[src/rtl/am_pkg.sv]
// -----------------------------------------------------------------------------
// am_pkg -- shared constants and helpers for the AM modulator.
//   CAR_W / CAR_MAX : carrier sample width and peak amplitude of the sine table
//   IDX_W / RATE_W  : modulation-index and rate-divider widths
//   ENV_W           : envelope width (unsigned)
//   ENV_OFFSET      : DC offset added to the scaled baseband to form the envelope
//   FRAC_SHIFT      : Q0.16 fraction shift used by both multipliers
//   PIPE_LAT        : enabled cycles from phase update to dac_data
// -----------------------------------------------------------------------------
package am_pkg;

  localparam int CAR_W      = 16;
  localparam int CAR_MAX    = 32767;
  localparam int IDX_W      = 16;
  localparam int RATE_W     = 16;
  localparam int ENV_W      = 16;
  localparam int ENV_OFFSET = 32768;
  localparam int FRAC_SHIFT = 16;
  localparam int PIPE_LAT   = 4;

  typedef logic [ENV_W-1:0]  env_t;
  typedef logic [RATE_W-1:0] rate_t;

  // A rate divider of zero behaves as one clock per baseband sample.
  function automatic rate_t eff_rate(input rate_t r);
    return (r == '0) ? rate_t'(1) : r;
  endfunction

endpackage

[src/rtl/am_sine_lut.sv]
// -----------------------------------------------------------------------------
// am_sine_lut -- registered quarter-wave sine table, one cycle latency.
// Ports:
//   clk, rst  : clock, asynchronous active-high reset (clears the output)
//   i_en      : output register advances only when high
//   i_addr    : full-cycle phase address (LUT_AW bits)
//   o_sin     : signed carrier sample, amplitude +/-CAR_MAX
// Only one quadrant is stored. Entries sit at half-step offsets
// (angle = 2*pi*(j+0.5)/2^LUT_AW), so the mirrored quadrant is simply the
// bitwise complement of the in-quadrant index and no extra endpoint is needed.
// -----------------------------------------------------------------------------
module am_sine_lut
  import am_pkg::*;
#(
  parameter int LUT_AW = 10
) (
  input  logic                    clk,
  input  logic                    rst,
  input  logic                    i_en,
  input  logic [LUT_AW-1:0]       i_addr,
  output logic signed [CAR_W-1:0] o_sin
);

  localparam int QW = LUT_AW - 2;
  localparam int QN = 1 << QW;

  function automatic int quarter_sin(input int j);
    real ang;
    ang = 2.0 * 3.14159265358979323846 * (real'(j) + 0.5) / real'(1 << LUT_AW);
    return int'(real'(CAR_MAX) * $sin(ang));
  endfunction

  logic signed [CAR_W-1:0] w_rom [QN];

  for (genvar g = 0; g < QN; g++) begin : g_rom
    assign w_rom[g] = CAR_W'(quarter_sin(g));
  end

  logic [QW-1:0]           w_idx;
  logic signed [CAR_W-1:0] w_mag;
  logic signed [CAR_W-1:0] r_sin;

  // Odd quadrants run the table backwards; the upper half-cycle is negated.
  assign w_idx = i_addr[LUT_AW-2] ? ~i_addr[QW-1:0] : i_addr[QW-1:0];
  assign w_mag = w_rom[w_idx];

  always_ff @(posedge clk or posedge rst) begin
    if (rst) begin
      r_sin <= '0;
    end else if (i_en) begin
      r_sin <= i_addr[LUT_AW-1] ? -w_mag : w_mag;
    end
  end

  assign o_sin = r_sin;

endmodule

[src/rtl/am_mod.sv]
// -----------------------------------------------------------------------------
// am_mod -- DDS carrier amplitude-modulated by a zero-order-held baseband.
// Ports:
//   clk, rst      : clock, asynchronous active-high reset
//   enable        : advances phase, slot counter and datapath; freezes all when low
//   phi_inc       : carrier phase increment per enabled clock
//   rate_div      : clocks per baseband sample (0 behaves as 1)
//   mod_index     : unsigned Q0.16 modulation depth
//   mod_data      : signed baseband sample, qualified by in_valid
//   in_ready      : a baseband slot is open this cycle
//   underrun_clr  : clears the sticky underrun flag
//   dac_data      : signed modulated output
//   dac_valid     : dac_data valid this cycle
//   underrun      : sticky, a slot passed with no valid sample
// dac_data after enabled edge n is built from the phase and held sample
// written at enabled edge n-4 (reset values count as edge 0).
// -----------------------------------------------------------------------------
module am_mod
  import am_pkg::*;
#(
  parameter int PHASE_W = 32,
  parameter int DATA_W  = 16,
  parameter int LUT_AW  = 10
) (
  input  logic                     clk,
  input  logic                     rst,
  input  logic                     enable,
  input  logic [PHASE_W-1:0]       phi_inc,
  input  logic [RATE_W-1:0]        rate_div,
  input  logic [IDX_W-1:0]         mod_index,
  input  logic signed [DATA_W-1:0] mod_data,
  input  logic                     in_valid,
  output logic                     in_ready,
  input  logic                     underrun_clr,
  output logic signed [DATA_W-1:0] dac_data,
  output logic                     dac_valid,
  output logic                     underrun
);

  localparam int HPROD_W = DATA_W + IDX_W + 1;
  localparam int PROD_W  = CAR_W + ENV_W + 1;

  // envelope = ENV_OFFSET + floor(hold * index / 2^16), wraps into 16 bits unsaturated
  function automatic env_t calc_env(input logic signed [DATA_W-1:0] s,
                                    input logic [IDX_W-1:0]         m);
    logic signed [HPROD_W-1:0] p;
    p = HPROD_W'(s) * HPROD_W'($signed({1'b0, m}));
    return env_t'((p >>> FRAC_SHIFT) + HPROD_W'(ENV_OFFSET));
  endfunction

  // Arithmetic shift (floor); the product is bounded so the result fits DATA_W.
  function automatic logic signed [DATA_W-1:0] scale_dac(input logic signed [PROD_W-1:0] p);
    return DATA_W'(p >>> FRAC_SHIFT);
  endfunction

  logic [PHASE_W-1:0]       r_phase;
  rate_t                    r_cnt;
  rate_t                    r_lim;
  rate_t                    w_rate;
  rate_t                    w_lim;
  logic                     w_slot0;
  logic                     w_slot_end;
  logic                     w_ready;
  logic signed [DATA_W-1:0] r_hold;
  logic                     r_underrun;
  logic [PIPE_LAT-1:0]      r_vld_p;

  logic signed [CAR_W-1:0]  w_car_p0;
  env_t                     r_env_p0;
  logic signed [CAR_W-1:0]  r_car_p1;
  env_t                     r_env_p1;
  logic signed [PROD_W-1:0] r_prod_p2;
  logic signed [DATA_W-1:0] r_dac_p3;

  // The divider is captured while the counter sits at 0, so a new rate_div
  // only shapes the slot that starts there.
  assign w_rate     = eff_rate(rate_div);
  assign w_slot0    = (r_cnt == '0);
  assign w_lim      = w_slot0 ? w_rate : r_lim;
  assign w_slot_end = (r_cnt == w_lim - rate_t'(1));
  assign w_ready    = enable & w_slot0 & ~rst;

  always_ff @(posedge clk or posedge rst) begin
    if (rst) begin
      r_phase    <= '0;
      r_cnt      <= '0;
      r_lim      <= rate_t'(1);
      r_hold     <= '0;
      r_underrun <= 1'b0;
      r_vld_p    <= '0;
    end else begin
      if (enable) begin
        r_phase <= r_phase + phi_inc;
        r_cnt   <= w_slot_end ? '0 : r_cnt + rate_t'(1);
        r_lim   <= w_lim;
        r_vld_p <= {r_vld_p[PIPE_LAT-2:0], 1'b1};
      end
      if (w_ready && in_valid) begin
        r_hold <= mod_data;
      end
      // A missed slot takes priority over a simultaneous clear.
      if (w_ready && !in_valid) begin
        r_underrun <= 1'b1;
      end else if (underrun_clr) begin
        r_underrun <= 1'b0;
      end
    end
  end

  am_sine_lut #(
    .LUT_AW (LUT_AW)
  ) u_lut (
    .clk    (clk),
    .rst    (rst),
    .i_en   (enable),
    .i_addr (r_phase[PHASE_W-1 -: LUT_AW]),
    .o_sin  (w_car_p0)
  );

  always_ff @(posedge clk or posedge rst) begin
    if (rst) begin
      r_env_p0  <= '0;
      r_car_p1  <= '0;
      r_env_p1  <= '0;
      r_prod_p2 <= '0;
      r_dac_p3  <= '0;
    end else if (enable) begin
      // p0: envelope from the held sample, alongside the LUT read
      r_env_p0  <= calc_env(r_hold, mod_index);
      // p1: carrier and envelope aligned
      r_car_p1  <= w_car_p0;
      r_env_p1  <= r_env_p0;
      // p2: modulation product
      r_prod_p2 <= PROD_W'(r_car_p1) * PROD_W'($signed({1'b0, r_env_p1}));
      // p3: output scaling
      r_dac_p3  <= scale_dac(r_prod_p2);
    end
  end

  assign in_ready  = w_ready;
  assign dac_data  = r_dac_p3;
  assign dac_valid = enable & r_vld_p[PIPE_LAT-1];
  assign underrun  = r_underrun;

endmodule

[config.mk]
export PLATFORM = sky130hd
export DESIGN_NAME = am_mod
export DESIGN_NICKNAME = d
export VERILOG_FILES = /design/src/rtl/am_pkg.sv /design/src/rtl/am_sine_lut.sv /design/src/rtl/am_mod.sv
export SDC_FILE = /design/constraint.sdc
export NUM_CORES = 2
export LEC_CHECK = 0
export CORE_MARGIN = 2
export CORE_UTILIZATION = 59
export CTS_BUF_LIST = sky130_fd_sc_hd__clkbuf_2 sky130_fd_sc_hd__clkbuf_4 sky130_fd_sc_hd__clkbuf_8
export CTS_CLUSTER_DIAMETER = 60
export DETAILED_ROUTE_END_ITERATION = 12
export PLACE_DENSITY = 0.8
export SYNTH_ARGS = -nofsm -noshare
export SYNTH_HDL_FRONTEND = slang
export SYNTH_SLANG_ARGS = --single-unit
export TNS_END_PERCENT = 5
[constraint.sdc]
create_clock -name clk -period 6.6 [get_ports clk]
set_input_delay 1.65 -clock clk [delete_from_list [all_inputs] [get_ports clk]]
set_output_delay 1.65 -clock clk [all_outputs]
set_load 0.01 [all_outputs]
==> results by group <==
Clocking
  • H-Tree Depth: 4
  • CTS tree: done
  • Clk buf depth: 2
  • Clock latency on the worst-skew pair: 0.58 ns
  • CTS buffer count: 17
  • CTS root buf: clkbuf_8
  • Clk slew on worst S/H paths: 0.12 ns
  • Clk sinks: 181
  • Post-CTS Hold Buffers: 0

Route
  • Vias: between 20000 and 30000
  • DR DRC count: 0
  • DR vias/cell: 6.36
  • DRT Wirelength: 102000 um
  • Drt pass-1 iters: 11
  • WL per Instance: about 22 um
  • Post-route ant nets: 0
  • Iteration-0 DRC Markers: 3391

Place
  • Port-buffer cells: 103
  • Placer Congestion: 1.15
  • Dpl hpwl: 76800 um

Critical path
  • R2R Path End: r_prod_p2[30]
  • Critical Path RT: around 7 ns
  • Slowest cell delay on critical path: 0.53 ns
  • Crit. End Element: flip-flop
  • FF-to-FF setup slack: about 0.010 ns
  • CP dominant cell by count: fa_1
  • Critical path class: input port to flip-flop
  • Setup crit start: mod_index[10]
  • CP Data Arrival Time: between 7 and 8 ns
  • Critical Path Slowest Stage Cell: fa_1
  • Worst Setup Start Kind: input port
  • Levels on crit path: 24
  • Critical path's top delay family: adder cells
  • CP bufs+invs: 6
  • FF-to-FF Start: r_car_p1[4]
  • Max FO, Critical Path: 5
  • Worst-path cell chain: buf_6 > buf_6 > and2_4 > fa_1 > inv_1 > fa_1 > fa_1 > inv_2 > fa_1 > fa_1 > inv_1 > fa_1 > inv_2 > ha_4 > a21o_1 > a21o_1 > a211oi_2 > o21ai_2 > nand4_1 > a21oi_2 > o2111ai_2 > a21boi_2 > or3_1 > a31o_2
  • R2R cell count: 23

Power
  • Sw frac: 60.4%
  • Maximum vdd drop: between 0.6 and 0.7 mV
  • Lkg Pwr: 17.6 nW
  • Combinational Power Share: between 80 and 90%
  • Share of power burned in the clock network: 5.1%
  • Pwr per Cell Area: approximately 460 mW/mm2
  • Seq pwr share: 11.9%
  • Sw power: between 10 and 15 mW
  • Int Pwr: 6.63 mW

Final layout
  • Final #Nets: between 4000 and 5000
  • Ratio of cells with drive above 1 in the final layout: a little over an eighth
  • Syn-to-layout area delta: 10.0%
  • Final core occ: 65.8%

Timing
  • Slew margin rel.: 19.8%
  • Final Cycle Share: 104%
  • Final setup fails: 8
  • Actual slew at the worst max-slew pin: 1.20 ns
  • Final setup margin: -0.232 ns
  • Fin crit period: just under 7 ns
  • Hold Fails Final Rpt: 0
  • Highest Clock Rate: 0.146 GHz
  • Setup tns final: -0.771 ns
  • Clock skew: 0.0199 ns
  • Slew Viols, Final: 0
  • RSZ-0062 raised after global routing: true

Floorplan
  • Die area: 0.0579 mm2
  • Die Wd: 241 um
  • Std cell rows: 86
  • Starting Density: 59.8%
  • Core area: 0.0552 mm2
  • Die height: ~240 um
  • Io pins: approximately 100

GRT
  • Vias in the first global route: 30700
  • Global Route Usage Sum: 36.6%
  • Global route overflow: 0
  • First-pass GRT wire length: 164000 um
  • Pin count of the biggest net entering global routing: 126
  • Initial antenna violation count: 8

Logic synthesis
  • Syn Area/Cell: about 8.7 um2
  • Mux cell area share after synthesis: 6.00%
  • XOR/XNOR share of the synthesized area: 3.30%
  • Flops & latches, synth: 181
  • Synth Area in Simple Gates: 17.2%
  • Area fraction in compound gates after synthesis: 15.6%
  • Sequential-to-total area share from yosys stat: 13.7%
  • Largest family of logic cells by synthesized area: adder cells
  • Most frequent cell after synthesis: inv_1
  • Post-synthesis instance total: roughly 3800
  • Synth async-reset ratio: 100%
  • Cell taking the most area after synthesis: fa_1
  • Synth top area cells: fa_1 24%, dfrtp_1 14%, ha_1 11%, inv_1 5.9%, and2_1 4.7%
  • Commonest cells in the netlist: 518 x inv_1, 390 x fa_1, 360 x nand2_1
  • Synth Flop Type: dfrtp_1
  • Post-synth EDFFs: 0
  • Post-synth cell types: 93
  • Syn Nets: 4583
  • Synth warn: 0
  • Top cell type's share of synthesized area: a little under a quarter
  • Post-Syn Area: 0.0330 mm2
  • Adder-cell area share of the yosys netlist: 34.8%

Hold path
  • Worst min path class: flip-flop to flip-flop
  • Hold EP: r_vld_p[0]
  • Hold_sp: r_vld_p[0]
  • Hold path depth: 1

Status
  • Outcome: finished, violations left
  • Violations in the final reports: negative setup slack

Run
  • # Max-Cap Violations: 0
## placed cells by master (no fill, tap or decap), types with 39 or more instances in the layout
cell type	count
mux2_2	126
o21ai_0	140
nor2b_1	41
buf_4	206
mux2i_1	39
clkdlybuf4s50_1	86
ha_1	293
nand2_1	357
a221oi_1	39
nand2b_1	52
and2_1	240
fa_1	383
nand3_1	53
nor3_1	68
nor2_1	158
dfrtp_1	164
xnor2_1	76
a21oi_1	159
inv_1	515
## per-layer routing
layer / vias to the layer above / GRT usage, % / routed length, um
li1: 13000 / - / -
met4: 2 / 21.8 / 6830
met3: 543 / 11.1 / 11200
met2: 1754 / 58.4 / 46500
met5: - / 0 / 13
met1: 14400 / 43.8 / 37800
## through the flow
step	total power, mW	setup WS (ns)	instances	hold slack [ns]	area [um2]
detailed placement	14.9	-1.32	4625	0.459	35600
global placement	14.8	-1.27	4625	0.449	35600
finish	16.8	-0.232	4675	0.489	36300
global route	17.5	-0.468	4671	0.512	36300
floorplan	10.5	-0.431	3813	0.431	33100
CTS	15.8	-0.149	4669	0.493	36200
## state kept, by name, summed over array words and instances (netlist names)
| signal | cells |
|---|---|
| r_phase | 32 |
| dac_data | 16 |
| r_car_p1 | 16 |
| r_cnt | 16 |
| r_env_p0 | 16 |
| r_env_p1 | 16 |
| r_hold | 16 |
| r_lim | 16 |
| r_prod_p2 | 16 |
| u_lut.o_sin | 16 |
| r_vld_p | 4 |
| underrun | 1 |
## power groups by stage
stage	sequential (mW)	combinational [mW]	clock (mW)
6_report	1.99	13.9	0.850
3_3_place_gp	1.96	12.8	0
3_5_place_dp	1.98	12.9	0
4_1_cts	1.96	13.0	0.872
2_1_floorplan	1.66	8.84	0
5_1_grt	2.04	14.5	0.910
## what timing repair did
| item | in CTS | in global routing |
|---|---|---|
| resized for setup | 91 | 33 |
| endpoints found under the setup margin | 21 | 25 |
| pin swaps | 48 | 16 |
| endpoints found under the hold margin | 0 | 0 |
| setup buffers | 12 | 0 |
## worst max-delay path by stage
stage / slack, ns / endpoint
detailed placement: -1.32 / r_env_p0[13]
global placement: -1.27 / r_env_p0[13]
floorplan: -0.43 / r_env_p0[13]
finish: -0.23 / r_env_p0[13]
global route: -0.47 / r_env_p0[15]
CTS: -0.15 / r_env_p0[13]
## area by class of cell
cell class	instances	area (um2)
multi-input combinational	2858	25600
fill	4486	18900
sequential	181	4560
timing repair buffer	326	2780
inverter	524	1970
tap	748	936
clock buffer	17	234
clock inverter	15	208
antenna	6	15.0
## cells by family (layout without fill, tap and decap cells)
group | after synthesis | in the layout
xor gates and xnor gates | 120 | 120
muxes | 173 | 173
AOI/OAI and AO/OA | 758 | 758
DFF | 181 | 181
buffers and inverters | 774 | 882
and+or+nand+nor | 1122 | 1122
adders and majority gates | 685 | 685
other | 0 | 6
No activity file was read; power rests on OpenSTA's default activity.
